**config.mk**
```make
export PLATFORM = sky130hd
export DESIGN_NAME = pulse_stretcher
export DESIGN_NICKNAME = d
export VERILOG_FILES = /design/src/rtl/password_defs.sv /design/src/rtl/hold_counter.sv /design/src/rtl/pulse_stretcher.sv
export SDC_FILE = /design/constraint.sdc
export NUM_CORES = 1
export LEC_CHECK = 0
export BUFFER_PORTS_ARGS = -buffer_cell sky130_fd_sc_hd__buf_2
export CAP_MARGIN = 30
export CORE_UTILIZATION = 55
export DETAILED_ROUTE_END_ITERATION = 12
export PLACE_DENSITY = 0.72
export SLEW_MARGIN = 5
export SYNTH_ARGS = -nofsm -noshare
export SYNTH_HDL_FRONTEND = slang
export SYNTH_SLANG_ARGS = --single-unit
```
**constraint.sdc**
```tcl
create_clock -name clk -period 2.84 [get_ports clk]
set_input_delay 0.568 -clock clk [delete_from_list [all_inputs] [get_ports clk]]
set_output_delay 0.568 -clock clk [all_outputs]
set_load 0.05 [all_outputs]
```
**src/rtl/password_defs.sv**
```systemverilog
// rtl/password_defs.sv - shared state encodings and board timing defaults for the password design
package password_defs;

  localparam logic [1:0] ST_IDLE = 2'd0;
  localparam logic [1:0] ST_HOLD = 2'd1;
  localparam logic [1:0] ST_GAP  = 2'd2;

  typedef enum logic [1:0] {
    S_IDLE = ST_IDLE,
    S_HOLD = ST_HOLD,
    S_GAP  = ST_GAP
  } stretch_state_e;

  // 0.5 s indicator hold on the 50 MHz board clock, two dead cycles afterwards
  localparam int DEF_HOLD_CYCLES = 25_000_000;
  localparam int DEF_GAP_CYCLES  = 2;

endpackage

```
**src/rtl/hold_counter.sv**
```systemverilog
// rtl/hold_counter.sv - loadable down-counter with zero flag that never wraps
module hold_counter #(
  parameter int CNT_W = 8
) (
  input  logic             clk,
  input  logic             rst_n,
  input  logic             load_i,
  input  logic [CNT_W-1:0] load_val_i,
  input  logic             dec_i,
  output logic [CNT_W-1:0] cnt_o,
  output logic             zero_o
);

  logic [CNT_W-1:0] cnt_q;
  logic [CNT_W-1:0] cnt_d;

  // load has priority; decrement stops at zero
  always_comb begin
    cnt_d = cnt_q;
    if (load_i) begin
      cnt_d = load_val_i;
    end else if (dec_i && (cnt_q != '0)) begin
      cnt_d = cnt_q - 1'b1;
    end
  end

  // counter register
  always_ff @(posedge clk or negedge rst_n) begin
    if (!rst_n) begin
      cnt_q <= '0;
    end else begin
      cnt_q <= cnt_d;
    end
  end

  assign cnt_o  = cnt_q;
  assign zero_o = (cnt_q == '0);

endmodule

```
**src/rtl/pulse_stretcher.sv**
```systemverilog
// rtl/pulse_stretcher.sv - stretches event pulses into fixed-length levels with a trailing gap; optional RETRIGGER_EN
module pulse_stretcher
  import password_defs::*;
#(
  parameter int HOLD_CYCLES = DEF_HOLD_CYCLES,
  parameter int GAP_CYCLES  = DEF_GAP_CYCLES
) (
  input  logic clk,
  input  logic rst_n,
  input  logic pulse_in,
  input  logic clr,
  output logic level_out,
  output logic busy,
  output logic done,
  output logic overrun
);

  localparam int MAX_CYC = (HOLD_CYCLES > GAP_CYCLES) ? HOLD_CYCLES : GAP_CYCLES;
  localparam int CNT_W   = $clog2(MAX_CYC + 1);
  localparam logic [CNT_W-1:0] HOLD_LOAD = CNT_W'(HOLD_CYCLES - 1);
  localparam logic [CNT_W-1:0] GAP_LOAD  = CNT_W'((GAP_CYCLES == 0) ? 0 : GAP_CYCLES - 1);

`ifdef RETRIGGER_EN
  localparam bit RetrigEn = 1'b1;
`else
  localparam bit RetrigEn = 1'b0;
`endif

  stretch_state_e   state_q, state_d;
  logic             level_q, level_d;
  logic             done_q, done_d;
  logic             ovr_q, ovr_d;
  logic             cnt_load;
  logic [CNT_W-1:0] cnt_load_val;
  logic             cnt_dec;
  logic [CNT_W-1:0] cnt;
  logic             cnt_zero;

  hold_counter #(
    .CNT_W (CNT_W)
  ) u_hold_counter (
    .clk        (clk),
    .rst_n      (rst_n),
    .load_i     (cnt_load),
    .load_val_i (cnt_load_val),
    .dec_i      (cnt_dec),
    .cnt_o      (cnt),
    .zero_o     (cnt_zero)
  );

  // next state, counter control and registered output values
  always_comb begin
    state_d      = state_q;
    level_d      = level_q;
    done_d       = 1'b0;
    ovr_d        = ovr_q;
    cnt_load     = 1'b0;
    cnt_load_val = '0;
    cnt_dec      = 1'b0;
    if (clr) begin
      state_d  = S_IDLE;
      level_d  = 1'b0;
      ovr_d    = 1'b0;
      cnt_load = 1'b1;
    end else begin
      case (state_q)
        S_IDLE: begin
          level_d = 1'b0;
          if (pulse_in) begin
            state_d      = S_HOLD;
            level_d      = 1'b1;
            cnt_load     = 1'b1;
            cnt_load_val = HOLD_LOAD;
          end
        end
        S_HOLD: begin
          if (pulse_in && RetrigEn) begin
            level_d      = 1'b1;
            cnt_load     = 1'b1;
            cnt_load_val = HOLD_LOAD;
          end else begin
            if (pulse_in) begin
              ovr_d = 1'b1;
            end
            if (cnt_zero) begin
              level_d = 1'b0;
              done_d  = 1'b1;
              if (GAP_CYCLES == 0) begin
                state_d = S_IDLE;
              end else begin
                state_d      = S_GAP;
                cnt_load     = 1'b1;
                cnt_load_val = GAP_LOAD;
              end
            end else begin
              cnt_dec = 1'b1;
            end
          end
        end
        S_GAP: begin
          level_d = 1'b0;
          if (pulse_in) begin
            ovr_d = 1'b1;
          end
          if (cnt_zero) begin
            state_d = S_IDLE;
          end else begin
            cnt_dec = 1'b1;
          end
        end
        default: begin
          state_d = S_IDLE;
          level_d = 1'b0;
        end
      endcase
    end
  end

  // state and output registers
  always_ff @(posedge clk or negedge rst_n) begin
    if (!rst_n) begin
      state_q <= S_IDLE;
      level_q <= 1'b0;
      done_q  <= 1'b0;
      ovr_q   <= 1'b0;
    end else begin
      state_q <= state_d;
      level_q <= level_d;
      done_q  <= done_d;
      ovr_q   <= ovr_d;
    end
  end

  assign level_out = level_q;
  assign busy      = (state_q != S_IDLE);
  assign done      = done_q;
  assign overrun   = ovr_q;

endmodule

```
# Word level (Yosys, flattened, before mapping)
# Cells that the tools add are included.
# word_totals
reg_bits,30
input_bits,4
out_inout_bits,4
word_cells,48
# classes
addsub,1
n_eq_ne,5
n_mux,26
reduce_logical,11
# ops
cell,n
25-bit two-way mux,4
25-bit one-hot mux with 2 select lines,1
25-bit logical NOT,1
25-bit nonzero test,1
"25-bit by 1-bit subtractor with 25-bit output, second input constant",1
1-bit two-way mux,14
"3-bit inequality test, second input constant",3
2-bit two-way mux,4
2-bit nonzero test,4
2-bit one-hot mux with 3 select lines,1
1-bit one-hot mux with 2 select lines,2
3-bit AND reduction,1
"2-bit by 1-bit == test with 1-bit output, second input constant",1
"2-bit == test, second input constant",1
2-bit logical NOT,1
2-bit AND reduction,1
2-bit OR reduction,1
1-bit logical AND,1

# Longest topological paths before layout
# logic_depth
depth_word,7
ltp_mapped,10
ltp_nobuf,8

# By module
# From an unflattened synthesis, not the netlist that was laid out.
# hier_totals
hier_cells,195
area_unflattened_um2,1890.6
# by_module_without_submodules
mod,instances,cells_each,area_per_inst_um2,seq_area_each_um2
hold_counter,1,162,1555.2,625.6
pulse_stretcher,1,33,335.3,125.1

# Least setup slack after synthesis
# Ideal clock, no wire load.
# synth_timing
kind,register to register
from,"reg u_hold_counter.cnt_q[0], in the netlist u_hold_counter.cnt_o[0]"
to,"reg u_hold_counter.cnt_q[0], in the netlist u_hold_counter.cnt_o[0]"
setup_time_ps,138
t_arrival_ps,1896
required_time_ps,2702
setup_slack_ps,806
stages_incl_launch_ff,11
path_buffers,2
period_less_slack_ps,2034
cell_sequence,dfrtp_1 inv_1 ha_1 nor4b_4 nand4b_2 o21a_1 buf_6 buf_8 a31o_1 o21ai_1 a21oi_1
# synth_via
elab_chain_cells,6
elab_cells_between_ends,16
cone_classes,add/sub: 1; mux: 11; reduce/logical: 4
# synth_lines
element,line,rtl
start: declaration,hold_counter.sv:14,logic [CNT_W-1:0] cnt_q;
start signal: assignment,hold_counter.sv:32,cnt_q <= cnt_d;
"parallel branches: the longest is 6 deep, another holds 25-bit by 1-bit subtractor with 25-bit output",-,
# Parallel ways; which one is timed is not known. The select of a mux whose other input is x is not followed.
# A chain may end at the register's enable or synchronous reset.

# Final worst setup path
# layout_timing
from,"reg u_hold_counter.cnt_q[0], in the netlist u_hold_counter.cnt_o[0]"
to,"reg u_hold_counter.cnt_q[15], in the netlist u_hold_counter.cnt_o[15]"
# Same word-level chain as after synthesis.

==> impl_metrics.yaml <==
die:
  die_h_um: 58.6
  die_area_um2: 3430
  initial_core_util: 0.577
  io_pins: 8
  core_um2: 3050
  num_rows: 20
  dieWidth_um: 58.6
global_routing:
  grt_pass1_wl_um: 6350
  grt_util_met1: 0.322
  antenna_found_initial: 0
  busiest_layer: "met2"
  grt_max_degree: 31
  grt_pass1_vias: 1427
  use_met3: 0.0484
  grt_use_total: 0.250
  overflow: 0
  met2_usage: 0.388
setup_path:
  path_class: "flop to flop"
  critical_path.max_fanout: 14
  cp.arrival_ps: 2750
  reg2regPathDepth: 8
  cp_slowest_cell: "dfrtp_1"
  crit_chain: "inv_1 -> ha_1 -> nor4b_4 -> and4b_1 -> and2_4 -> a31o_2 -> nand2b_1 -> nor2_1"
  r2r-start: "u_hold_counter.cnt_o[0]"
  r2r-end: "u_hold_counter.cnt_o[15]"
  max_stage_delay_ps: 430
  crit_family: "simple AND/OR/NAND/NOR gates"
  worstPathRequired_ps: 3060
  endpoint_kind: "flop"
  reg2reg_slack_ps: 310
  path_buf_inv: 1
  start_kind: "flop"
place:
  port_buffers: 7
  dp_hpwl_um: 2540
  place_congestion: 0.854
  place_inst: 231
layout:
  nets: 202
  postLayoutCoreUtil: 0.609
  antenna_cells: 0
  mostFrequentLayoutCells: "dfrtp_1 (30), nor2_1 (24), xor2_1 (14), a21oi_1 (12), o21ai_0 (11)"
  final_common_cell: "dfrtp_1"
  multi_input_area_um2: 921
  final_cells: 239
  syn_to_final_growth_pct: 5.54
  fill_cells: 280
  drive_gt1_frac: 0.123
  ff_latch_area_um2: 751
synth:
  ys_types: 46
  seq_area_frac_synth: 0.426
  netlist_instances: 189
  yosys_warnings: 0
  synth-edff-count: 0
  syn_area_per_cell_um2: 9.32
  syn-cell-area_um2: 1760
  synth_seq_cells: 30
  synth_fp_nets: 197
  postSynth.topFlopCell: "dfrtp_1"
  synthArstFlopShare: 1.00
clock_tree:
  hold_buffers: 0
  cts_resized: 0
  cts_tree: "done"
  cts.clk_slew.worst_paths_ps: 90
  clock-sinks: 30
  cts_made_buffers: 5
  clk_latency_ps: 340
  root_buffer: "clkbuf_4"
  clockBufferDepth: 2
  h-tree-depth: 2
  post_cts_buffers: 0
route:
  wirelength_um: 3710
  viasPerCell: 5.97
  ant_nets: 0
  drt_iter0_markers: 57
  vias: 1428
  firstDrtPassIters: 4
  avgRoutedWirePerCell_um: 15.5
  drc: 0
power:
  ir_worst_vdd_mv: 0.587
  p_per_area_nw_per_um2: 1030
  power_leakage_uw: 0.000792
timing:
  rsz0062_at_grt: "false"
  fin_worst_skew_ps: 6.63
  final-hold-violation-count: 0
  finalSetupTns_ps: 0
  setup_viol: 0
  holdWs_ps: 239
  slew-limit-headroom: 0.397
  worst_pin_slew_ps: 905
  report.final.slew_viol_count: 0
  period_share: 0.890
  fmax_mhz: 395
  post-route-min-period_ps: 2530
outcome:
  status: "finished, final reports clean"
hold_path:
  hold_class: "input pin to async pin"
run:
  maxCapViolCount: 0
[cells by family after synthesis]
group,after synthesis,synth area share
AND/OR/NAND/NOR,76,0.251
AO/OA/AOI/OAI,45,0.158
flip-flops,30,0.426
buffers and inverters,17,0.0511
XOR/XNOR,16,0.0795
adder cells (fa/ha/maj),4,0.0284
multiplexers,1,0.00568
[cells in the mapped netlist, types with 4 or more instances]
| cell type | number | area share |
|---|---|---|
| o21ai_1 | 5 | 0.014 |
| nand2_1 | 10 | 0.021 |
| clkbuf_1 | 5 | 0.011 |
| nor4_1 | 4 | 0.014 |
| nand4_1 | 7 | 0.025 |
| inv_1 | 6 | 0.013 |
| o21ai_0 | 11 | 0.031 |
| xor2_1 | 14 | 0.070 |
| ha_1 | 4 | 0.028 |
| dfrtp_1 | 30 | 0.43 |
| nand3_1 | 5 | 0.014 |
| nor2_1 | 24 | 0.051 |
| nor3_1 | 6 | 0.017 |
| a21oi_1 | 12 | 0.034 |
[through the flow]
stage	worst slack (ps)	instance area, um^2	power, uW
5_1_grt	108	1860	2040
6_report	311	1860	1910
3_3_place_gp	371	1800	1590
2_1_floorplan	806	1760	1470
3_5_place_dp	350	1800	1630
4_1_cts	304	1860	1900
[routing by layer]
layer  share of wire  routed length, um
met3           0.039                144
met4           0.019                 70
met1            0.47               1750
met5               0                  0
met2            0.47               1750
[state kept, by name, indices dropped and copies added (netlist names)]
name	cells
done	1
level_out	1
overrun	1
state_q	2
u_hold_counter.cnt_o	25
[power by group]
part,switching (uW),internal (uW),total (uW)
Clock,150,120,270
Combinational,587,357,944
Sequential,151,545,696
[final cells by class]
cell class | count | share of cell area
clock buffers | 7 | 0.0296
clock inverters | 1 | 0.00269
inverters | 6 | 0.0121
multi-input cells | 142 | 0.495
flip-flops and latches | 30 | 0.404
well taps | 44 | 0.0296
repair buffers | 9 | 0.0269
[worst max path at each step]
| stage | endpoint | startpoint | cells after the start |
|---|---|---|---|
| floorplan | u_hold_counter.cnt_o[0] | u_hold_counter.cnt_o[0] | 10 |
| global placement | u_hold_counter.cnt_o[23] | u_hold_counter.cnt_o[0] | 8 |
| detailed placement | u_hold_counter.cnt_o[23] | u_hold_counter.cnt_o[0] | 8 |
| CTS | u_hold_counter.cnt_o[8] | u_hold_counter.cnt_o[0] | 8 |
| global route | u_hold_counter.cnt_o[9] | u_hold_counter.cnt_o[0] | 8 |
| finish | u_hold_counter.cnt_o[15] | u_hold_counter.cnt_o[0] | 8 |
Note: power is estimated with default switching activity, not from simulation.
